## src/rtl/loop_break_if.sv

```systemverilog
// loop_break_if
//   Bundles the start/break request side and the status/result side of the
//   loop_break_ctrl block.
//   master: drives start_i, count_i, forever_i, break_i; observes the status outputs.
//   slave : the controller; drives busy_o, done_o, broken_o, iter_o, o.
//   Signals:
//     start_i   start a loop (sampled in IDLE only)
//     count_i   iteration bound, latched at start
//     forever_i 1 = ignore count and run until break; latched at start
//     break_i   disable request, honoured only while running
//     busy_o    high while the loop body runs
//     done_o    one-cycle completion pulse
//     broken_o  last loop was ended by break; held until the next start
//     iter_o    completed iterations of the current/last loop
//     o         loop result register
interface loop_break_if #(
  parameter int WIDTH = 32,
  parameter int CNT_W = 8
);
  logic             start_i;
  logic [CNT_W-1:0] count_i;
  logic             forever_i;
  logic             break_i;
  logic             busy_o;
  logic             done_o;
  logic             broken_o;
  logic [CNT_W-1:0] iter_o;
  logic [WIDTH-1:0] o;

  modport master (
    output start_i, count_i, forever_i, break_i,
    input  busy_o, done_o, broken_o, iter_o, o
  );

  modport slave (
    input  start_i, count_i, forever_i, break_i,
    output busy_o, done_o, broken_o, iter_o, o
  );
endinterface

```

## src/rtl/loop_break_ctrl.sv

```systemverilog
// loop_break_ctrl
//   Hardware form of a named forever/for loop with a break. On start it
//   reloads o with INIT_VAL and then adds STEP to o once per cycle until the
//   latched iteration bound is reached or a break request arrives. It
//   reports whether the loop completed normally or was broken.
//   Ports:
//     clk  clock, all state on the rising edge
//     rst  asynchronous active-high reset
//     bus  loop_break_if.slave: start/count/forever/break in,
//          busy/done/broken/iter/o out (all outputs registered)
module loop_break_ctrl #(
  parameter int WIDTH    = 32,
  parameter int CNT_W    = 8,
  parameter int INIT_VAL = 1,
  parameter int STEP     = 10
) (
  input  logic             clk,
  input  logic             rst,
  loop_break_if.slave      bus
);

  typedef enum logic [1:0] {
    IDLE = 2'd0,
    RUN  = 2'd1,
    DONE = 2'd2
  } state_t;

  state_t           state, state_n;
  logic [CNT_W-1:0] count_q, count_n;
  logic             forever_q, forever_n;
  logic [WIDTH-1:0] o_q, o_n;
  logic [CNT_W-1:0] iter_q, iter_n;
  logic             broken_q, broken_n;
  logic             busy_q, done_q;

  // One extra bit so that a bound of 2^CNT_W-1 is reached without the
  // incremented count wrapping back to zero.
  logic [CNT_W:0]   iter_inc;
  assign iter_inc = {1'b0, iter_q} + (CNT_W+1)'(1);

  always_ff @(posedge clk or posedge rst) begin
    if (rst) begin
      state     <= IDLE;
      count_q   <= '0;
      forever_q <= 1'b0;
      o_q       <= WIDTH'(INIT_VAL);
      iter_q    <= '0;
      broken_q  <= 1'b0;
      busy_q    <= 1'b0;
      done_q    <= 1'b0;
    end else begin
      state     <= state_n;
      count_q   <= count_n;
      forever_q <= forever_n;
      o_q       <= o_n;
      iter_q    <= iter_n;
      broken_q  <= broken_n;
      // Status flags are registered views of the state being entered.
      busy_q    <= (state_n == RUN);
      done_q    <= (state_n == DONE);
    end
  end

  always_comb begin
    state_n   = state;
    count_n   = count_q;
    forever_n = forever_q;
    o_n       = o_q;
    iter_n    = iter_q;
    broken_n  = broken_q;

    case (state)
      IDLE: begin
        if (bus.start_i) begin
          count_n   = bus.count_i;
          forever_n = bus.forever_i;
          o_n       = WIDTH'(INIT_VAL);
          iter_n    = '0;
          broken_n  = 1'b0;
          if (!bus.forever_i && (bus.count_i == '0)) state_n = DONE;
          else                                       state_n = RUN;
        end
      end
      RUN: begin
        // Break wins over the body update, including on the final iteration.
        if (bus.break_i) begin
          broken_n = 1'b1;
          state_n  = DONE;
        end else begin
          o_n    = o_q + WIDTH'(STEP);
          iter_n = iter_q + CNT_W'(1);
          if (!forever_q && (iter_inc == {1'b0, count_q})) state_n = DONE;
        end
      end
      DONE: begin
        state_n = IDLE;
      end
      default: begin
        state_n = IDLE;
      end
    endcase
  end

  assign bus.busy_o   = busy_q;
  assign bus.done_o   = done_q;
  assign bus.broken_o = broken_q;
  assign bus.iter_o   = iter_q;
  assign bus.o        = o_q;

endmodule

```

## src/flat_wrapper.sv

```systemverilog
// flat-port wrapper written by rule: the top's interface ports become plain ports
module loop_break_ctrl_flat 
#(
  parameter int WIDTH    = 32,
  parameter int CNT_W    = 8,
  parameter int INIT_VAL = 1,
  parameter int STEP     = 10
)
  (clk, rst, bus_start_i, bus_count_i, bus_forever_i, bus_break_i, bus_busy_o, bus_done_o, bus_broken_o, bus_iter_o, bus_o);
  loop_break_if #(.WIDTH(WIDTH), .CNT_W(CNT_W)) bus_i ();
  input  logic clk;
  input  logic rst;
  input wire logic [$bits(bus_i.start_i)-1:0] bus_start_i;
  input wire logic [$bits(bus_i.count_i)-1:0] bus_count_i;
  input wire logic [$bits(bus_i.forever_i)-1:0] bus_forever_i;
  input wire logic [$bits(bus_i.break_i)-1:0] bus_break_i;
  output wire logic [$bits(bus_i.busy_o)-1:0] bus_busy_o;
  output wire logic [$bits(bus_i.done_o)-1:0] bus_done_o;
  output wire logic [$bits(bus_i.broken_o)-1:0] bus_broken_o;
  output wire logic [$bits(bus_i.iter_o)-1:0] bus_iter_o;
  output wire logic [$bits(bus_i.o)-1:0] bus_o;
  assign bus_i.start_i = bus_start_i;
  assign bus_i.count_i = bus_count_i;
  assign bus_i.forever_i = bus_forever_i;
  assign bus_i.break_i = bus_break_i;
  assign bus_busy_o = bus_i.busy_o;
  assign bus_done_o = bus_i.done_o;
  assign bus_broken_o = bus_i.broken_o;
  assign bus_iter_o = bus_i.iter_o;
  assign bus_o = bus_i.o;
  loop_break_ctrl #(.WIDTH(WIDTH), .CNT_W(CNT_W), .INIT_VAL(INIT_VAL), .STEP(STEP)) u_core (.clk(clk), .rst(rst), .bus(bus_i));
endmodule
```

## config.mk

```make
export PLATFORM = sky130hd
export DESIGN_NAME = loop_break_ctrl_flat
export DESIGN_NICKNAME = d
export VERILOG_FILES = /design/src/rtl/loop_break_if.sv /design/src/rtl/loop_break_ctrl.sv /design/src/flat_wrapper.sv
export SDC_FILE = /design/constraint.sdc
export NUM_CORES = 1
export LEC_CHECK = 0
export BUFFER_PORTS_ARGS = -buffer_cell sky130_fd_sc_hd__buf_2
export CAP_MARGIN = 20
export CORE_MARGIN = 2
export CORE_UTILIZATION = 58
export DETAILED_ROUTE_END_ITERATION = 12
export PLACE_DENSITY = 0.84
export REMOVE_ABC_BUFFERS = 1
export SETUP_SLACK_MARGIN = 0.3
export SLEW_MARGIN = 10
export SYNTH_ARGS = -nofsm -noshare
export SYNTH_HDL_FRONTEND = slang
export SYNTH_SLANG_ARGS = --single-unit
```

## constraint.sdc

```tcl
create_clock -name clk -period 5.4 [get_ports clk]
set_input_delay 0.27 -clock clk [delete_from_list [all_inputs] [get_ports clk]]
set_output_delay 0.27 -clock clk [all_outputs]
set_load 0.01 [all_outputs]
```

==> flow_summary.ini, run 1 <==
[synth]
synth_warnings = 0
syn_avg_cell_area_sq_um = 10.1
netlist_top_cells_count = dfrtp_1, nor2_1, o21ai_0, xor2_1, a21oi_1
synth_edf_count = 0
ys_types = 40
yosysMostFrequentCell = dfrtp_1
synth_top_area_share = 0.492
synth.area.top_cells = dfrtp_1, xor2_1, nor2_1, o21ai_0, mux2_2
synth_top_area_cell = dfrtp_1
synthFlopType = dfrtp_1
synthesis.area_sq_um = 2700
syn_inst = 268
ys_ff_latch = 54
async_reset_ff_frac = 1.00
synth-seq-area-share = 0.502

[placed_design]
numPortBuffers = 55
dp_hpwl_microns = 4050
gp_congestion = 0.793

[clock_network]
root_buffer = clkbuf_8
clkTransAtPathRegs_ns = 0.09
hold_buffers = 0
cts_tree = built
postCtsSetupBuffers = 0
htree_levels = 2
clockBufferDepth = 2
cts_buffers = 5
cts_resized = 0
cts_sinks = 54
clock_latency_ns = 0.32

[floorplanning]
num_rows = 24
die-width_microns = 72.2
dieArea_sq_um = 5210
io_pins = 56
start_util = 0.611
fp.coreArea_sq_um = 4410
fp.dieH_microns = 72.2

[timing]
relSlewSlack = 0.502
period_needed_ns = 2.27
finClkSkew_ns = 0.00484
max_freq_ghz = 0.440
rsz0062_at_grt = false
fin_setup_tns_ns = 0
worst_pin_slew_ns = 0.745
post-route-period-util = 0.421
holdWs_ns = 0.114
setup_violations = 0
slew_violations = 0
hold_viol = 0

[worst_hold_path]
hp-class = in -> async

[power]
p_per_area_nw_per_um2 = 360
p_leak_uw = 0.00149
ir_drop_mv = 0.200

[outcome]
status = finished, final reports clean

[global_routing]
grt_max_degree = 55
grt_overflow_total = 0
antenna_found_initial = 0
grt_pass1_wl_microns = 10100
track_usage = 0.250
grt_pass1_vias = 2168

[routing]
drt-total-wl_microns = 5820
ant_nets = 0
dr.pass1.iters = 4
via_per_inst = 5.91
drt-initial-drc-count = 212
wl_per_cell_microns = 15.4
post-route-drc-count = 0
vias = 2229

[cells_and_area]
area_growth_pct = 16.6
drive_gt1_frac = 0.255
n_antenna_cell = 0
nets = 339

[setup_path]
critPathArrivalTime_ns = 2.52
critical_path.endpoint_type = flop
cp-start-kind = flop
cp_max_fo = 9
crit_required_ns = 5.65
path_class = reg -> reg

[flow_run]
max-cap-violations = 0
==> power by group <==
| part | switching, uW | total (uW) | internal [uW] | leakage (uW) |
|---|---|---|---|---|
| clock | 133 | 271 | 138 | 0.0000514 |
| sequential | 69.1 | 543 | 474 | 0.000720 |
| combinational | 179 | 317 | 138 | 0.000723 |
==> placed cells by master, fill, tap and decap left out, drive strengths merged, types with 2 or more instances in the layout <==
master and instances:
a2111oi 3, a211oi 2, a21oi 16, a22o 2, a31oi 3, and3 3, and4 7, buf 58
clkbuf 6, dfrtp 53, ha 2, inv 4, mux2 9, nand2 15, nand2b 3, nand3 12
nand3b 2, nand4 10, nor2 34, nor2b 2, nor3 2, nor4 2, o211ai 2, o21ai 22
o2bb2ai 2, or3 10, xnor2 7, xor2 22
==> final timing paths <==
kind,start,to,slack [ns],cells after the start
max,u_core.state[0],u_core.bus.o[23],3.13,5
min,rst,u_core.count_q[1],0.11,3
max reg2reg,u_core.state[0],u_core.bus.o[23],3.13,5
min reg2reg,u_core.forever_q,u_core.forever_q,0.53,1
max in group asynchronous,rst,u_core.bus.o[11],4.83,3
min in group clk,bus_count_i[7],u_core.count_q[7],0.19,2
==> flip-flops by register name (all words and copies together), names as in the netlist <==
register and cells:
u_core.count_q 8, u_core.bus.done_o 1, u_core.bus.iter_o 8, u_core.state 2, u_core.bus.o 32, u_core.bus.broken_o 1
u_core.bus.busy_o 1, u_core.forever_q 1
==> per-stage QoR <==
step                worst slack, ns   util  area [sq um]  total power, uW  std cells
floorplan                      2.55      -          2660              760        259
global placement               3.20  0.687          3030              857        369
detailed placement             3.14  0.687          3030              870        369
CTS                            3.16  0.712          3140             1140        377
global route                   2.85  0.712          3140             1200        377
finish                         3.13  0.712          3140             1130        377
==> cell type report <==
cell class	count	area (sq um)
multi-input cells	201	1300
inverters	4	15.0
flip-flops and latches	54	1350
fillers	359	1270
repair buffers	58	298
clock buffers	6	72.6
clock inverters	2	37.5
well taps	52	65.1
==> critical path: stages (launching register included) <==
cell	delay (ns)
dfrtp_1	0.44
nand2b_4	0.19
a2111oi_4	0.68
nand3_2	0.31
or3_1	0.43
a21oi_1	0.14
==> per-layer routing <==
layer / track usage / share of wire / wire length, microns / vias to the layer above
met4: 0.0839 / 0.012 / 67 / 0
met2: 0.409 / 0.49 / 2860 / 67
met3: 0.0514 / 0.055 / 322 / 4
li1: - / - / - / 1070
met1: 0.336 / 0.44 / 2570 / 1088
met5: 0 / 0 / 0 / -
==> cells by family after synthesis <==
group | after synthesis | share of synthesized area
AOI/OAI and AO/OA | 55 | 0.127
xor gates and xnor gates | 29 | 0.0942
adders and majority gates | 2 | 0.00928
buffers and inverters | 13 | 0.0181
DFF | 54 | 0.502
muxes | 9 | 0.0376
and+or+nand+nor | 106 | 0.212
Note: power is estimated with default switching activity, not from simulation.
==> run 2: changes to the inputs <==
Settings changed: CORE_UTILIZATION 58 to 54, PLACE_DENSITY 0.84 to 0.79.
Clock period 5.4 ns to 2.2 ns, I/O delays scaled along.
==> flow_summary.ini, run 2 (synthesized netlist as in run 1, its figures left out) <==
[cells_and_area]
instances_no_fill = 403
nets = 350
finish.utilization = 0.709
n_fill_cell = 377
area_growth_pct = 25.1
final_common_cell = buf_2
drive_gt1_frac = 0.324
multiInputGateArea_sq_um = 1390
seq_area_sq_um = 1360
layout_common_cells = buf_2, dfrtp_1, nor2_1, xor2_1, o21ai_0
n_antenna_cell = 0
largest_reg_flops = 32

[routing]
drt-total-wl_microns = 6310
via_per_inst = 5.66
ant_nets = 0
drt-initial-drc-count = 87
post-route-drc-count = 0
dr.pass1.iters = 4
wl_per_cell_microns = 15.7
vias = 2282

[global_routing]
grt_overflow_total = 0
grt_pass1_vias = 2173
track_usage = 0.234
grt_pass1_wl_microns = 10100
antenna_found_initial = 0
grt_max_degree = 23

[floorplanning]
die-width_microns = 74.6
fp.coreArea_sq_um = 4750
num_rows = 25
io_pins = 56
dieArea_sq_um = 5570
fp.dieH_microns = 74.6
start_util = 0.567

[setup_path]
crit_required_ns = 2.42
critPathMaxStageDelay_ns = 0.46
path_class = reg -> reg
critical_path.endpoint_type = flop
cp_max_fo = 5
path_cells = ha_4 -> xor2_1 -> a211oi_1 -> o211ai_1 -> nor4_2 -> o2bb2ai_1
critPathArrivalTime_ns = 2.08
cp-start-kind = flop
cp_slowest_cell = dfrtp_2

[clock_network]
cts_sinks = 54
cts_tree = built
htree_levels = 2
clkTransAtPathRegs_ns = 0.10
clock_latency_ns = 0.31
clockBufferDepth = 2
cts_buffers = 5
root_buffer = clkbuf_8

[placed_design]
gp_congestion = 0.880
numPortBuffers = 55
dp_cells = 391
dp_hpwl_microns = 4280
place_worst_setup_slack_ns = 0.146

[timing]
max_freq_ghz = 0.540
holdWs_ns = 0.0372
worst_slack_ns = 0.347
worst_pin_slew_ns = 0.624
post-route-period-util = 0.842
rsz0062_at_grt = true
setup_violations = 0
hold_viol = 0
finClkSkew_ns = 0.00495
relSlewSlack = 0.583
period_needed_ns = 1.85
slew_violations = 0

[outcome]
status = finished, final reports clean

[power]
p_per_area_nw_per_um2 = 916
ir_drop_mv = 0.629
p_leak_uw = 0.00158

[worst_hold_path]
hp-class = in -> reg

[flow_run]
max-cap-violations = 0
## run 2: cell count changes in the layout (fill, tap and decap cells not counted), moves of 2 or more
cell / before / now
dfrtp_2: 0 / 2
nand3_2: 1 / 3
and4_2: 0 / 2
and4_1: 7 / 4
dfrtp_1: 53 / 51
a2111oi_4: 1 / 3
buf_4: 3 / 12
nand3_1: 11 / 9
## run 2: worst max-delay path: cells and delay by family, from the launching register on
kind | cells | cell delay (ns)
and+or+nand+nor | 1 | 0.39
xor gates and xnor gates | 1 | 0.13
adders and majority gates | 1 | 0.23
AOI/OAI and AO/OA | 3 | 0.55
DFF | 1 | 0.46
## run 2: final timing paths
path / startpoint / to / slack, ns / depth (start not counted)
min: bus_forever_i / u_core.forever_q / 0.04 / 2
max reg2reg: u_core.bus.iter_o[1] / u_core.bus.done_o / 0.35 / 6
min reg2reg: u_core.forever_q / u_core.forever_q / 0.54 / 1
max: u_core.bus.iter_o[1] / u_core.bus.done_o / 0.35 / 6
max in group asynchronous: rst / u_core.state[0] / 1.29 / 4
min in group asynchronous: rst / u_core.count_q[1] / 0.29 / 3
## run 2: power by group
group          internal (uW)  leakage, uW  switching [uW]
Combinational            411     0.000786             517
Sequential              1160     0.000718             177
Clock                    485    0.0000714             332
## run 2: layer usage
metal | GRT usage | share of wire | up-vias
li1 | - | - | 1094
met1 | 0.335 | 0.45 | 1115
met2 | 0.360 | 0.48 | 59
met3 | 0.0428 | 0.044 | 14
met4 | 0.0833 | 0.024 | 0
met5 | 0 | 0 | -
## run 2: layout make-up
| class | instances | share of cell area |
|---|---|---|
| Clock buffer | 6 | 0.0245 |
| Clock inverter | 2 | 0.0178 |
| Inverter | 4 | 0.00445 |
| Multi-Input combinational cell | 201 | 0.412 |
| Sequential cell | 54 | 0.402 |
| Tap cell | 67 | 0.0249 |
| Timing Repair Buffer | 69 | 0.115 |
## run 2: through the flow
step | setup TNS (ns) | cell area [sq um] | total power [uW]
2_1_floorplan | -14.68 | 2660 | 1870
3_5_place_dp | 0 | 3100 | 2170
3_3_place_gp | 0 | 3100 | 2140
4_1_cts | 0 | 3290 | 3010
6_report | 0 | 3370 | 3090
5_1_grt | 0 | 3370 | 3250
## run 2: repair_timing
| action | CTS | global route |
|---|---|---|
| gates resized for setup | 5 | 17 |
| hold buffers | 1 | 0 |
| setup endpoints to repair | 9 | 15 |
| hold endpoints to repair | 13 | 0 |
| pin swaps | 1 | 12 |
| setup buffers | 1 | 2 |
==> run 3: changes to the inputs <==
Settings changed: CORE_UTILIZATION 54 to 49, PLACE_DENSITY 0.79 to 0.76.
Clock period 2.2 ns to 1.55 ns, I/O delays scaled along.
==> flow_summary.ini, run 3 (synthesized netlist as in run 1, its figures left out) <==
[outcome]
status = complete, but fails checks
violations = setup timing

[power]
p_per_area_nw_per_um2 = 1260
p_sw_frac = 0.356
p_sw_uw = 1910
share_comb_of_total_power = 0.456
ir_drop_mv = 0.842
seqPwrFrac = 0.353
p_int_uw = 3460
p_leak_uw = 0.00207
p_clk_frac = 0.191

[setup_path]
rrSetupSlack_ns = -0.29
r2r-start = u_core.bus.iter_o[1]
crit_start = u_core.bus.iter_o[1]
critical_path.endpoint_type = flop
path_class = reg -> reg
reg2reg_depth = 7
r2r_end = u_core.bus.done_o
crit_required_ns = 1.79
cp_max_fo = 2
critPathArrivalTime_ns = 2.08
cp-start-kind = flop

[placed_design]
dp_hpwl_microns = 5120
place_area_sq_um = 3570
gp_congestion = 0.860
numPortBuffers = 55

[timing]
finClkSkew_ns = 0.0159
worst_slack_ns = -0.293
slew_violations = 0
worst_pin_slew_ns = 0.471
period_needed_ns = 1.84
hold_viol = 0
rsz0062_at_grt = true
relSlewSlack = 0.686
setup_violations = 48
max_freq_ghz = 0.542
holdWs_ns = 0.0105
post-route-period-util = 1.19

[clock_network]
htree_levels = 2
cts_sinks = 54
root_buffer = clkbuf_8
clockBufferDepth = 2
clkTransAtPathRegs_ns = 0.10
cts_tree = built
cts_buffers = 5
clock_latency_ns = 0.32

[floorplanning]
fp.coreArea_sq_um = 5410
dieArea_sq_um = 6110
die-width_microns = 78.2
start_util = 0.499
io_pins = 56
fp.dieH_microns = 78.2
num_rows = 27

[routing]
drt-initial-drc-count = 111
vias = 2668
dr.pass1.iters = 4
wl_per_cell_microns = 17.1
drt-total-wl_microns = 8340
ant_nets = 0
post-route-drc-count = 0
via_per_inst = 5.48

[global_routing]
grt_pass1_vias = 2644
grt_pass1_wl_microns = 12600
track_usage = 0.261
grt_max_degree = 22
antenna_found_initial = 0
grt_overflow_total = 0

[worst_hold_path]
min-delay-start = bus_count_i[1]
hp-class = in -> reg
hold_path_end = u_core.count_q[1]
min_path_cells = 2

[cells_and_area]
nets = 429
finish.utilization = 0.791
layout_common_cells = buf_4, buf_2, dfrtp_1, nor2_1, xor2_1
stdcell_area_sq_um = 4270
drive_gt1_frac = 0.530
n_antenna_cell = 0
largest_reg_flops = 32
area_growth_pct = 58.6
n_fill_cell = 321
final_common_cell = buf_4

[flow_run]
max-cap-violations = 0
run 3: power groups by stage:
stage | Combinational (uW) | Clock, uW | Sequential, uW
finish | 2450 | 1020 | 1890
global route | 2600 | 1100 | 1920
CTS | 2140 | 1030 | 1860
detailed placement | 1540 | 0 | 1870
global placement | 1490 | 0 | 1860
floorplan | 746 | 0 | 1900
run 3: layout make-up:
type / count / area [sq um] / area share
clock buffer: 5 / 68.8 / 0.0161
tap: 72 / 90.1 / 0.0211
multi-input combinational: 201 / 1600 / 0.375
clock inverter: 3 / 47.5 / 0.0111
timing repair buffer: 148 / 1090 / 0.256
sequential: 54 / 1350 / 0.317
inverter: 4 / 17.5 / 0.00410
run 3: layer usage:
metal / global-route usage / routed length, microns / vias up
met5: 0 / 0 / -
met3: 0.0437 / 371 / 24
met4: 0.0842 / 249 / 0
met1: 0.330 / 3420 / 1310
met2: 0.455 / 4290 / 77
li1: - / - / 1257
run 3: per-stage QoR:
| stage | std cells | total power, uW | setup TNS [ns] | setup slack (ns) |
|---|---|---|---|---|
| global route | 487 | 5610 | -9.17 | -0.354 |
| global placement | 455 | 3350 | -4.34 | -0.345 |
| CTS | 480 | 5030 | -5.16 | -0.246 |
| detailed placement | 455 | 3420 | -5.88 | -0.408 |
| finish | 487 | 5370 | -6.22 | -0.293 |
| floorplan | 259 | 2650 | -48.21 | -1.30 |
run 3: worst max-delay path by stage:
stage,end,slack [ns]
2_1_floorplan,u_core.bus.o[26],-1.30
3_3_place_gp,u_core.state[0],-0.34
3_5_place_dp,u_core.bus.done_o,-0.41
4_1_cts,u_core.bus.o[23],-0.25
5_1_grt,u_core.bus.o[23],-0.35
6_report,u_core.bus.done_o,-0.29
run 3: critical path, stage by stage, from the launching register on:
cell	delay [ns]
dfrtp_1	0.43
ha_4	0.26
xor2_1	0.14
a211oi_1	0.17
o211ai_1	0.17
buf_4	0.18
nor4_4	0.27
o2bb2ai_1	0.15
run 3: repair_timing:
| action | in CTS | in global routing |
|---|---|---|
| setup endpoints to repair | 53 | 53 |
| pin swaps | 34 | 15 |
| hold buffers | 2 | 1 |
| setup buffers | 12 | 6 |
| endpoints found under the hold margin | 19 | 1 |
| gates resized for setup | 70 | 43 |
| gates cloned | 3 | 0 |
